**config.mk**
```make
export PLATFORM = sky130hd
export DESIGN_NAME = k_counter
export DESIGN_NICKNAME = d
export VERILOG_FILES = /design/src/rtl/k_counter.sv
export SDC_FILE = /design/constraint.sdc
export NUM_CORES = 1
export LEC_CHECK = 0
export ABC_AREA = 1
export CORE_UTILIZATION = 65
export DETAILED_ROUTE_END_ITERATION = 8
export PLACE_DENSITY = 0.94
export SETUP_SLACK_MARGIN = 0.1
export SYNTH_ARGS = -nofsm -noshare
export SYNTH_HDL_FRONTEND = slang
export SYNTH_SLANG_ARGS = --single-unit
export TNS_END_PERCENT = 30
```
**constraint.sdc**
```tcl
create_clock -name clk -period 8.2 [get_ports clk]
set_clock_uncertainty 0.1 [all_clocks]
set_input_delay 0.82 -clock clk [delete_from_list [all_inputs] [get_ports clk]]
set_output_delay 0.82 -clock clk [all_outputs]
set_load 0.03 [all_outputs]
```
**src/rtl/k_counter.sv**
```systemverilog
// k_counter: DPLL loop filter feeding the IDCounter (DCO).
//
// Two modulo-K counters integrate the phase-detector direction bit. Overflow of
// the up-counter raises a carry event and overflow of the down-counter raises
// a borrow event. Each event becomes a one-cycle inc/dec pulse. Pulses are
// spaced at least MIN_GAP cycles apart. Events that arrive inside the gap are
// held as pending, and pending events of opposite direction cancel.
//
// Ports:
//   clk      in   1           system clock, rising edge
//   reset    in   1           synchronous, active-high reset
//   enable   in   1           count enable (gates the two K counters only)
//   dn_up    in   1           0 = advance up-counter, 1 = advance down-counter
//   k_sel    in   KSEL_WIDTH  modulus select, K = 2^k_sel clamped to [3, CNT_WIDTH]
//   inc      out  1           one-cycle pulse to DCO inc
//   dec      out  1           one-cycle pulse to DCO dec
//   pending  out  1           an inc or dec event is waiting for the gap to expire
//   drop     out  1           one-cycle pulse: an event was lost to an already pending one
module k_counter #(
  parameter int CNT_WIDTH  = 16,
  parameter int KSEL_WIDTH = 5,
  parameter int MIN_GAP    = 4
) (
  input  logic                  clk,
  input  logic                  reset,
  input  logic                  enable,
  input  logic                  dn_up,
  input  logic [KSEL_WIDTH-1:0] k_sel,
  output logic                  inc,
  output logic                  dec,
  output logic                  pending,
  output logic                  drop
);

  localparam int                   GAP_W    = (MIN_GAP > 1) ? $clog2(MIN_GAP) : 1;
  localparam logic [GAP_W-1:0]     GAP_LOAD = GAP_W'(MIN_GAP - 1);
  localparam logic [GAP_W-1:0]     GAP_ONE  = GAP_W'(32'd1);
  localparam logic [CNT_WIDTH-1:0] CNT_ONE  = CNT_WIDTH'(32'd1);

  logic [CNT_WIDTH-1:0] up_cnt_r, up_cnt_s;
  logic [CNT_WIDTH-1:0] dn_cnt_r, dn_cnt_s;
  logic [GAP_W-1:0]     gap_cnt_r, gap_cnt_s;
  logic                 pend_inc_r, pend_inc_s;
  logic                 pend_dec_r, pend_dec_s;
  logic                 inc_r, inc_s;
  logic                 dec_r, dec_s;
  logic                 drop_r, drop_s;
  logic                 pending_r, pending_s;

  logic [31:0]          ksel_ext_s;
  logic [31:0]          keff_s;
  logic [CNT_WIDTH-1:0] kmax_s;
  logic                 up_at_max_s, dn_at_max_s;
  logic                 carry_s, borrow_s;
  logic                 gap_zero_s;
  logic                 pi_post_s, pd_post_s;

  // Clamp the modulus select and derive the terminal count K-1 as a mask.
  always_comb begin
    ksel_ext_s = 32'(k_sel);
    if (ksel_ext_s < 32'd3) begin
      keff_s = 32'd3;
    end else if (ksel_ext_s > 32'(CNT_WIDTH)) begin
      keff_s = 32'(CNT_WIDTH);
    end else begin
      keff_s = ksel_ext_s;
    end
    kmax_s = {CNT_WIDTH{1'b1}} >> (32'(CNT_WIDTH) - keff_s);
  end

  // '>=' rather than '==' so that shrinking K below the current count
  // wraps on the next enabled count instead of running to 2^CNT_WIDTH.
  assign up_at_max_s = (up_cnt_r >= kmax_s);
  assign dn_at_max_s = (dn_cnt_r >= kmax_s);
  assign carry_s     = enable & ~dn_up & up_at_max_s;
  assign borrow_s    = enable &  dn_up & dn_at_max_s;

  // Next value of the two K counters; only the selected one advances.
  always_comb begin
    up_cnt_s = up_cnt_r;
    dn_cnt_s = dn_cnt_r;
    if (enable) begin
      if (!dn_up) begin
        if (up_at_max_s) begin
          up_cnt_s = {CNT_WIDTH{1'b0}};
        end else begin
          up_cnt_s = up_cnt_r + CNT_ONE;
        end
      end else begin
        if (dn_at_max_s) begin
          dn_cnt_s = {CNT_WIDTH{1'b0}};
        end else begin
          dn_cnt_s = dn_cnt_r + CNT_ONE;
        end
      end
    end else begin
      up_cnt_s = up_cnt_r;
      dn_cnt_s = dn_cnt_r;
    end
  end

  // Emission stage: release one pending event when the gap has expired.
  // Inc wins over dec, though both are never pending together.
  always_comb begin
    gap_zero_s = (gap_cnt_r == {GAP_W{1'b0}});
    inc_s      = 1'b0;
    dec_s      = 1'b0;
    pi_post_s  = pend_inc_r;
    pd_post_s  = pend_dec_r;
    gap_cnt_s  = gap_cnt_r;
    if (gap_zero_s && pend_inc_r) begin
      inc_s     = 1'b1;
      pi_post_s = 1'b0;
      gap_cnt_s = GAP_LOAD;
    end else if (gap_zero_s && pend_dec_r) begin
      dec_s     = 1'b1;
      pd_post_s = 1'b0;
      gap_cnt_s = GAP_LOAD;
    end else if (!gap_zero_s) begin
      gap_cnt_s = gap_cnt_r - GAP_ONE;
    end else begin
      gap_cnt_s = gap_cnt_r;
    end
  end

  // Event stage: fold this edge's carry/borrow into the post-emission pending state.
  always_comb begin
    pend_inc_s = pi_post_s;
    pend_dec_s = pd_post_s;
    drop_s     = 1'b0;
    if (carry_s) begin
      if (pd_post_s) begin
        pend_dec_s = 1'b0;
      end else if (pi_post_s) begin
        drop_s = 1'b1;
      end else begin
        pend_inc_s = 1'b1;
      end
    end else if (borrow_s) begin
      if (pi_post_s) begin
        pend_inc_s = 1'b0;
      end else if (pd_post_s) begin
        drop_s = 1'b1;
      end else begin
        pend_dec_s = 1'b1;
      end
    end else begin
      drop_s = 1'b0;
    end
    pending_s = pend_inc_s | pend_dec_s;
  end

  // State and output registers; reset overrides any event at the same edge.
  always_ff @(posedge clk) begin
    if (reset) begin
      up_cnt_r   <= {CNT_WIDTH{1'b0}};
      dn_cnt_r   <= {CNT_WIDTH{1'b0}};
      gap_cnt_r  <= {GAP_W{1'b0}};
      pend_inc_r <= 1'b0;
      pend_dec_r <= 1'b0;
      inc_r      <= 1'b0;
      dec_r      <= 1'b0;
      drop_r     <= 1'b0;
      pending_r  <= 1'b0;
    end else begin
      up_cnt_r   <= up_cnt_s;
      dn_cnt_r   <= dn_cnt_s;
      gap_cnt_r  <= gap_cnt_s;
      pend_inc_r <= pend_inc_s;
      pend_dec_r <= pend_dec_s;
      inc_r      <= inc_s;
      dec_r      <= dec_s;
      drop_r     <= drop_s;
      pending_r  <= pending_s;
    end
  end

  assign inc     = inc_r;
  assign dec     = dec_r;
  assign pending = pending_r;
  assign drop    = drop_r;

endmodule

```
* Word-level counts from Yosys, hierarchy flattened
Index checks and enable logic that the tools add are counted.
** Cells by class
- Add/subtract/negate cells :: 4
- Multipliers :: 0
- Div/mod/pow operators :: 0
- Order comparisons :: 4
- Eq/ne operators :: 1
- Shift operators :: 1
- Multiplexer cells :: 24
- Bitwise gates (word level) :: 6
- Reduce and logical (&&, ||, !) cells :: 6
** Operator list (count)
- adder 16 x 1 -> 16 bit (second input constant) :: 2
- greater-or-equal comparator 16 bit :: 2
- two-way mux 16 bit :: 2
- right shift 16 x 32 -> 16 bit (first input constant) :: 1
- subtractor 5 x 32 -> 32 bit (first input constant) :: 1
- two-way mux 1 bit :: 17
- two-way mux 5 bit :: 2
- two-way mux 2 bit :: 3
- > comparator 5 bit (second input constant) :: 1
- < comparator 5 x 2 -> 1 bit (second input constant) :: 1
- bitwise AND 1 bit :: 4
- AND reduction 2 bit :: 2
- inequality test 3 x 1 -> 1 bit (second input constant) :: 1
- logical AND 1 bit :: 2
- logical NOT 2 bit :: 1
- OR reduction 2 bit :: 1
- subtractor 2 x 1 -> 2 bit (second input constant) :: 1
- NOT 1 bit :: 1
- OR 1 bit :: 1
** Storage, ports and cells
- Register bits after elaboration :: 40
- Bits in latches :: 0
- RAM bits :: 0
- ROM bits :: 0
- Bits of input ports :: 9
- Output and inout bits :: 4
- Logic and storage cells :: 55
- Memories kept :: 0

* Logic depth before layout (Yosys ltp)
- Word-level depth :: 10
- Gate-level depth with buffers :: 27

* Least setup slack after synthesis
OpenSTA, ideal clock, no wires.
- Path type :: input to register
- From :: input port k_sel[3]
- To :: register dn_cnt_r[0]
- Library setup time :: 0.070 ns
- Arrival time :: 3.712 ns
- Data required time :: 8.030 ns
- Slack :: 4.319 ns
- Stages :: 24
- Path through :: nor2_1 > o21ai_0 > ha_1 > o21ai_0 > ha_1 > a21oi_2 > inv_1 > nor2_2 > inv_1 > o21ai_0 > o21ai_0 > ha_1 > nand2_1 > nand2_1 > nand2_1 > nand2_1 > nor2_1 > nand2_1 > nand2_1 > nand2_1 > nand2_1 > nand2_2 > buf_2 > a21oi_1
** On the way
- Word-level cells in the longest chain between the ends :: 7
- Elaborated cells between the ends (all ways) :: 8
- Classes of those cells :: 1 x add/sub; 3 x order compare; 1 x shift; 3 x mux
** Ends and longest elaborated chain
- start, declared :: RTL line 28 : input logic [KSEL_WIDTH-1:0] k_sel,
- > comparator 5 bit :: RTL line 63 : end else if (ksel_ext_s > 32'(CNT_WIDTH)) begin
- two-way mux 5 bit :: RTL line 63
- two-way mux 5 bit * :: RTL line 61 : if (ksel_ext_s < 32'd3) begin
- subtractor 5 x 32 -> 32 bit * :: RTL line 68 : kmax_s = {CNT_WIDTH{1'b1}} >> (32'(CNT_WIDTH) - keff_s);
- right shift 16 x 32 -> 16 bit * :: RTL line 68
- greater-or-equal comparator 16 bit * :: RTL line 74 : assign dn_at_max_s = (dn_cnt_r >= kmax_s);
- two-way mux 16 bit * :: RTL line 90 : if (dn_at_max_s) begin
- end signal, assigned :: RTL line 157 : dn_cnt_r <= {CNT_WIDTH{1'b0}};
- end signal, assigned :: RTL line 167 : dn_cnt_r <= dn_cnt_s;
- end, declared :: RTL line 41 : logic [CNT_WIDTH-1:0] dn_cnt_r, dn_cnt_s;
Mark *: on every way between the ends. The rest lies on a longest branch, timed or not.
A chain may end at the register's enable or synchronous reset.

* Worst setup path after layout
- From :: input port k_sel[3]
- To :: register up_cnt_r[0]
** On the way
- Word-level cells in the longest chain between the ends :: 7
- Elaborated cells between the ends (all ways) :: 8
- Classes of those cells :: 1 x add/sub; 3 x order compare; 1 x shift; 3 x mux
** Ends and longest elaborated chain
- > comparator 5 bit :: RTL line 63
- two-way mux 5 bit :: RTL line 63
- two-way mux 5 bit * :: RTL line 61
- subtractor 5 x 32 -> 32 bit * :: RTL line 68
- right shift 16 x 32 -> 16 bit * :: RTL line 68
- greater-or-equal comparator 16 bit * :: RTL line 73 : assign up_at_max_s = (up_cnt_r >= kmax_s);
- two-way mux 16 bit * :: RTL line 84 : if (up_at_max_s) begin
- end signal, assigned :: RTL line 156 : up_cnt_r <= {CNT_WIDTH{1'b0}};
- end signal, assigned :: RTL line 166 : up_cnt_r <= up_cnt_s;
- end, declared :: RTL line 40 : logic [CNT_WIDTH-1:0] up_cnt_r, up_cnt_s;
Marks and branches as above.

==> impl_metrics.ini <==
[sta]
fin_tns_setup_ps = 0
max_freq_mhz = 203
finalSetupViolations = 0
fin_crit_ps = 4930
hold_viol_final = 0
finalMaxSlewViolations = 0
slew_headroom_pct = 62.5
period_share_pct = 60.1
tightest_slew_ps = 556
rsz0062_at_grt = no

[floorplanning]
rows = 23
fp.dieH_um = 68.1
start_util_pct = 69.5
die_x_um = 68.1
die-area_sq_mm = 0.00464
coreArea_sq_mm = 0.00409
boundaryPins = 13

[yosys]
ys.flop_type = dfxtp_1
synth.distinct_cells = 33
ys_seq_elements = 40
synth_edf_count = 0
ys_warn_count = 0
synth_async_sr_flop_share_pct = 0
postSynthCellCount = 412
ys_seq_area_share_pct = 28.2
synth_nets = 458
syn_area_per_cell_sq_um = 6.89
syn_area_sq_mm = 0.00284

[clock_tree]
ctsHoldBuffers = 0
cts_root_buffer = clkbuf_8
insertion_delay_ps = 310
clkSinkCount = 40
cts_buffer_depth = 2
cts.htree.levels = 2
post_cts_buffers = 0
numCtsBuffers = 5
cts_tree = built
cts_repair_resize_count = 0
path_clk_slew_ps = 90

[layout]
layout-drive-gt1-share_pct = 6.53
diodes = 0
multi_input_area_sq_mm = 0.00181
stdcell_count = 479
regArea_sq_um = 801
fillers = 313
area_delta_synth_final_pct = 9.30
nets = 474

[detailed_routing]
drt_wl_total_um = 6340
vias = 2661
post_drt_wl_per_cell_um = 13.2
ant_nets = 0
drt_pass1_iterations = 5
drc = 0
drtIter0Drc = 210
avgViaCountPerCell = 5.56

[place]
dp_cells = 471
io_buffers = 12
place_congestion = 0.886
dp_hpwl_um = 4880

[worst_setup_path]
cp_slowest_cell = clkdlybuf4s50_1
start_kind = primary input
crit_path_frequent_cell = o21ai_0
arrival_ps = 5010
cp.required_ps = 8290
end_kind = register
path_class = in2reg
r2r_slack_ps = 6170
cp_max_fo = 15
path_cells = clkdlybuf4s50_1, nor2_1, o21ai_0, ha_1, o21ai_0, ha_1, a21oi_2, inv_1, nor2_2, inv_1, o21ai_0, o21ai_0, ha_1, nand2_1, inv_1, nand3_1, nor3_1, nand2_1, nand3_1, nand2_1, nand2_2, a21oi_1
critPathMaxStageDelay_ps = 520

[grt]
antenna_found_initial = 0
grt_pass1_vias = 2555
gr-total-overflow = 0
grt_max_degree = 16
grtUsageTotal_pct = 30.4
grt_pass1_wl_um = 10500

[hold_path]
hold_path_class = reg2reg

[outcome]
status = finished clean

[power_and_ir_drop]
ir_worst_vdd_v = 0.000135
powerDensity_mw_per_mm2 = 148
p_leak_nw = 1.46

[job]
cap_violations = 0
[registers in the layout, indices dropped and copies added, names as in the netlist]
| register | count |
|---|---|
| dec | 1 |
| dn_cnt_r | 16 |
| drop | 1 |
| gap_cnt_r | 2 |
| inc | 1 |
| pend_dec_r | 1 |
| pend_inc_r | 1 |
| pending | 1 |
| up_cnt_r | 16 |
[critical path, delay by kind of cell]
family / cells / cell delay, ps
buffers and inverters: 4 / 770
AND/OR/NAND/NOR: 9 / 1190
adder cells (fa/ha/maj): 3 / 880
AO/OA/AOI/OAI: 6 / 1330
[report_power, final]
part | internal [W] | switching [W] | total, W
registers | 0.000201 | 0.00000358 | 0.000204
logic | 0.0000388 | 0.0000714 | 0.000110
clock network | 0.0000681 | 0.0000761 | 0.000144
[cell families after synthesis]
family                   count (synthesis)  share of synthesized area (%)
adder cells (fa/ha/maj)                 37                           16.3
AO/OA/AOI/OAI                           46                           8.99
AND/OR/NAND/NOR                        210                           32.4
buffers and inverters                   60                           8.20
flip-flops                              40                           28.2
XOR/XNOR                                19                           5.86
[cells in the mapped netlist, drive strengths merged (2+ instances only)]
cell      n  share of area, %
o21ai    14               2.5
nand2   105                15
nand3    21               4.3
a21o      3              0.84
nor2     66               9.9
xnor2     4               1.2
inv      57               7.6
a21oi    24               4.4
nand4     7               1.5
xor2     15               4.6
nor3      9               1.6
dfxtp    40                28
ha       37                16
buf       2              0.44
o211ai    2              0.53
[area by class of cell]
type | count | share of cell area, %
inverter | 57 | 6.98
tap | 50 | 2.02
clock buffer | 6 | 2.66
clock inverter | 2 | 0.484
multi-input combinational | 312 | 58.2
timing repair buffer | 12 | 3.87
sequential | 40 | 25.8
[routing by layer]
metal	GRT usage, %	vias to the layer above	wire length [um]
met3	8.00	25	336
met1	34.3	1192	2690
met2	51.7	88	3050
li1	-	1356	-
met4	16.7	0	257
met5	0	-	0
[layout by cell type (no fill, tap or decap), drive strengths merged]
cell type,instances
a21oi,24
nor3,9
nand2,105
a21o,3
nand4,7
ha,37
nor2,66
nand3b,1
nor3b,1
a41oi,1
xnor2,4
clkinvlp,2
o211ai,2
o21ai,14
xor2,15
clkdlybuf4s50,12
inv,57
dfxtp,40
a31oi,1
clkbuf,6
nand3,21
o21bai,1
[worst paths after layout]
kind | cells past startpoint | endpoint | start
worst min-delay path | 2 | inc | pend_inc_r
worst max register to register | 8 | dn_cnt_r[12] | dn_cnt_r[11]
worst min register to register | 2 | inc | pend_inc_r
worst max-delay path | 22 | up_cnt_r[0] | k_sel[3]
[per-stage QoR]
stage / hold slack, ps / area [sq um] / worst slack, ps / util, % / power [W]
after floorplan: 319 / 2840 / 4320 / - / 0.000289
after global placement: 345 / 3010 / 3420 / 73.5 / 0.000310
after detailed placement: 352 / 3010 / 3140 / 73.5 / 0.000317
after CTS: 375 / 3100 / 3400 / 75.9 / 0.000458
after global routing: 404 / 3100 / 2890 / 75.9 / 0.000485
final: 362 / 3100 / 3270 / 75.9 / 0.000459
Power figures use the tool's default switching activity.
==> RTL edit: new RTL, config.mk and constraints unchanged <==
Change the parameter `KSEL_WIDTH` from 5 to 4.
--- a/src/rtl/k_counter.sv
+++ b/src/rtl/k_counter.sv
@@ -18,7 +18,7 @@
 //   drop     out  1           one-cycle pulse: an event was lost to an already pending one
 module k_counter #(
   parameter int CNT_WIDTH  = 16,
-  parameter int KSEL_WIDTH = 5,
+  parameter int KSEL_WIDTH = 4,
   parameter int MIN_GAP    = 4
 ) (
   input  logic                  clk,
Ports: changed (resized k_sel); port bits go from 13 to 12. The function was not compared with the original's and may differ.
==> RTL edit against the unedited design <==
- count of clock-buffer cells in the layout unchanged
- synthesized cell count fell by 4.1%
- sequential cell count is the same
- routed wire length fell by 2.5%
- final area is 0.40% lower
- total power down 5.6%
- critical path depth decreased by 1
- setup slack better by 0.71 ns
- synthesized area is 0.31% lower
==> RTL edit: results (changes against the unedited design) <==
[place]
dpl-instance-area_um2 = 2980  ; -0.75%
gp_congestion = 0.856  ; -3.4%
dpl.hpwl_um = 4780  ; -1.9%
port_buffers = 11  ; -1
pre_cts_ws_ns = 3.77  ; +0.632 ns
place_inst = 453  ; -3.8%

[global_route]
grt_first_pass_wirelength_um = 10600  ; +1.3%
grt_max_degree = 18  ; +2
grt_pass1_vias = 2487  ; -2.7%
grt_usage_pct = 30.8  ; +0.35 points

[logic_synthesis]
synth_nets = 441  ; -3.7%
synthTopCellsByArea = dfxtp_1 28%, ha_1 17%, nand2_1 12%
synth_commonest_cells = 87 x nand2_1, 54 x inv_1, 42 x nor2_1, 40 x dfxtp_1, 38 x ha_1
ys_seq_area_share_pct = 28.3  ; +0.087 points
ys_types = 33  ; unchanged
yosys_warnings = 0  ; unchanged
syn_inst = 395  ; -4.1%

[clock_tree]
cts.clk_slew.worst_paths_ns = 0.07  ; -0.02 ns

[sta]
tightest_slew_ns = 0.436  ; -0.120 ns
min_period_ns = 4.21  ; -0.713 ns
setup_viol = 0  ; unchanged
whs_ns = 0.345  ; -0.0179 ns

[critical_path]
arrival_ns = 4.31  ; -0.70 ns
cpLargestDelayFamily = simple AND/OR/NAND/NOR gates
rrSetupSlack_ns = 5.95  ; -0.22 ns
crit_fanout = 17  ; +2
max_stage_delay_ns = 0.46  ; -0.06 ns
r2r_cells = 12  ; +4

[route]
first_pass_iters = 4  ; -1
routed-wl-met2_um = 3120  ; +2.2%
wl_um = 6180  ; -2.5%
routedWlPerCell_um = 13.4  ; +1.3%
dr_wl_met3_um = 357  ; +6.3%
wl_met1_um = 2550  ; -5.1%
drtIter0Drc = 187  ; -11%
vias = 2593  ; -2.6%

[pwr]
vdd_ir_drop_max_mv = 0.144  ; +6.4%
leakagePower_nw = 1.46  ; -0.18%
netSwitchingFraction_pct = 27.2  ; -5.7 points

[run_status]
status = complete, no violations

[finish]
fin_nets = 456  ; -3.8%
drive_gt1_share_pct = 9.00  ; +2.5 points
utilization_pct = 75.6  ; -0.31 points
nFillCells = 290  ; -7.3%

==> RTL edit: cell count changes after synthesis, sizes merged, moves of 3 or more <==
cell and change:
nand3 -4, nand2 -11, nor3 +13, o21bai +3, inv +3, nor2 -16, xor2 -6
==> RTL edit: cells by family (layout without fill, tap and decap cells) <==
group	after synthesis	after routing	synth area share (%)
flip-flops	40	40	28.3
buffers and inverters	63	79	8.66
XOR/XNOR	13	13	4.02
adder cells (fa/ha/maj)	38	38	16.8
AND/OR/NAND/NOR	195	195	32.6
AO/OA/AOI/OAI	46	46	9.59
==> RTL edit: final timing paths <==
path	startpoint	to
min reg2reg	pend_inc_r	inc
max reg2reg	up_cnt_r[3]	pending
min	pend_inc_r	inc
max	k_sel[3]	pending
==> RTL edit: tightest hold or removal path, cell delays in order (launching register included) <==
cell and delay [ns]:
dfxtp_1 0.31, nand2_1 0.06, nor2_1 0.04
==> RTL edit: layout make-up <==
cell class / count / share of cell area, %
multi-input cells: 292 / 57.7
flip-flops and latches: 40 / 25.9
inverters: 60 / 7.29
repair buffers: 11 / 3.56
clock buffers: 6 / 2.35
well taps: 50 / 2.02
clock inverters: 2 / 1.13
==> RTL edit: per-layer routing <==
layer | global-route usage (%) | vias to the layer above
met4 | 13.3 | 0
met5 | 0 | -
met1 | 35.2 | 1184
li1 | - | 1308
met3 | 6.50 | 17
met2 | 54.7 | 84
==> RTL edit: power by group through the flow <==
stage               Clock (mW)  Sequential (mW)  Combinational (mW)
floorplan                    0            0.207              0.0511
global placement             0            0.208              0.0637
detailed placement           0            0.208              0.0672
CTS                      0.161            0.204              0.0681
global route             0.170            0.205              0.0784
finish                   0.160            0.204              0.0685
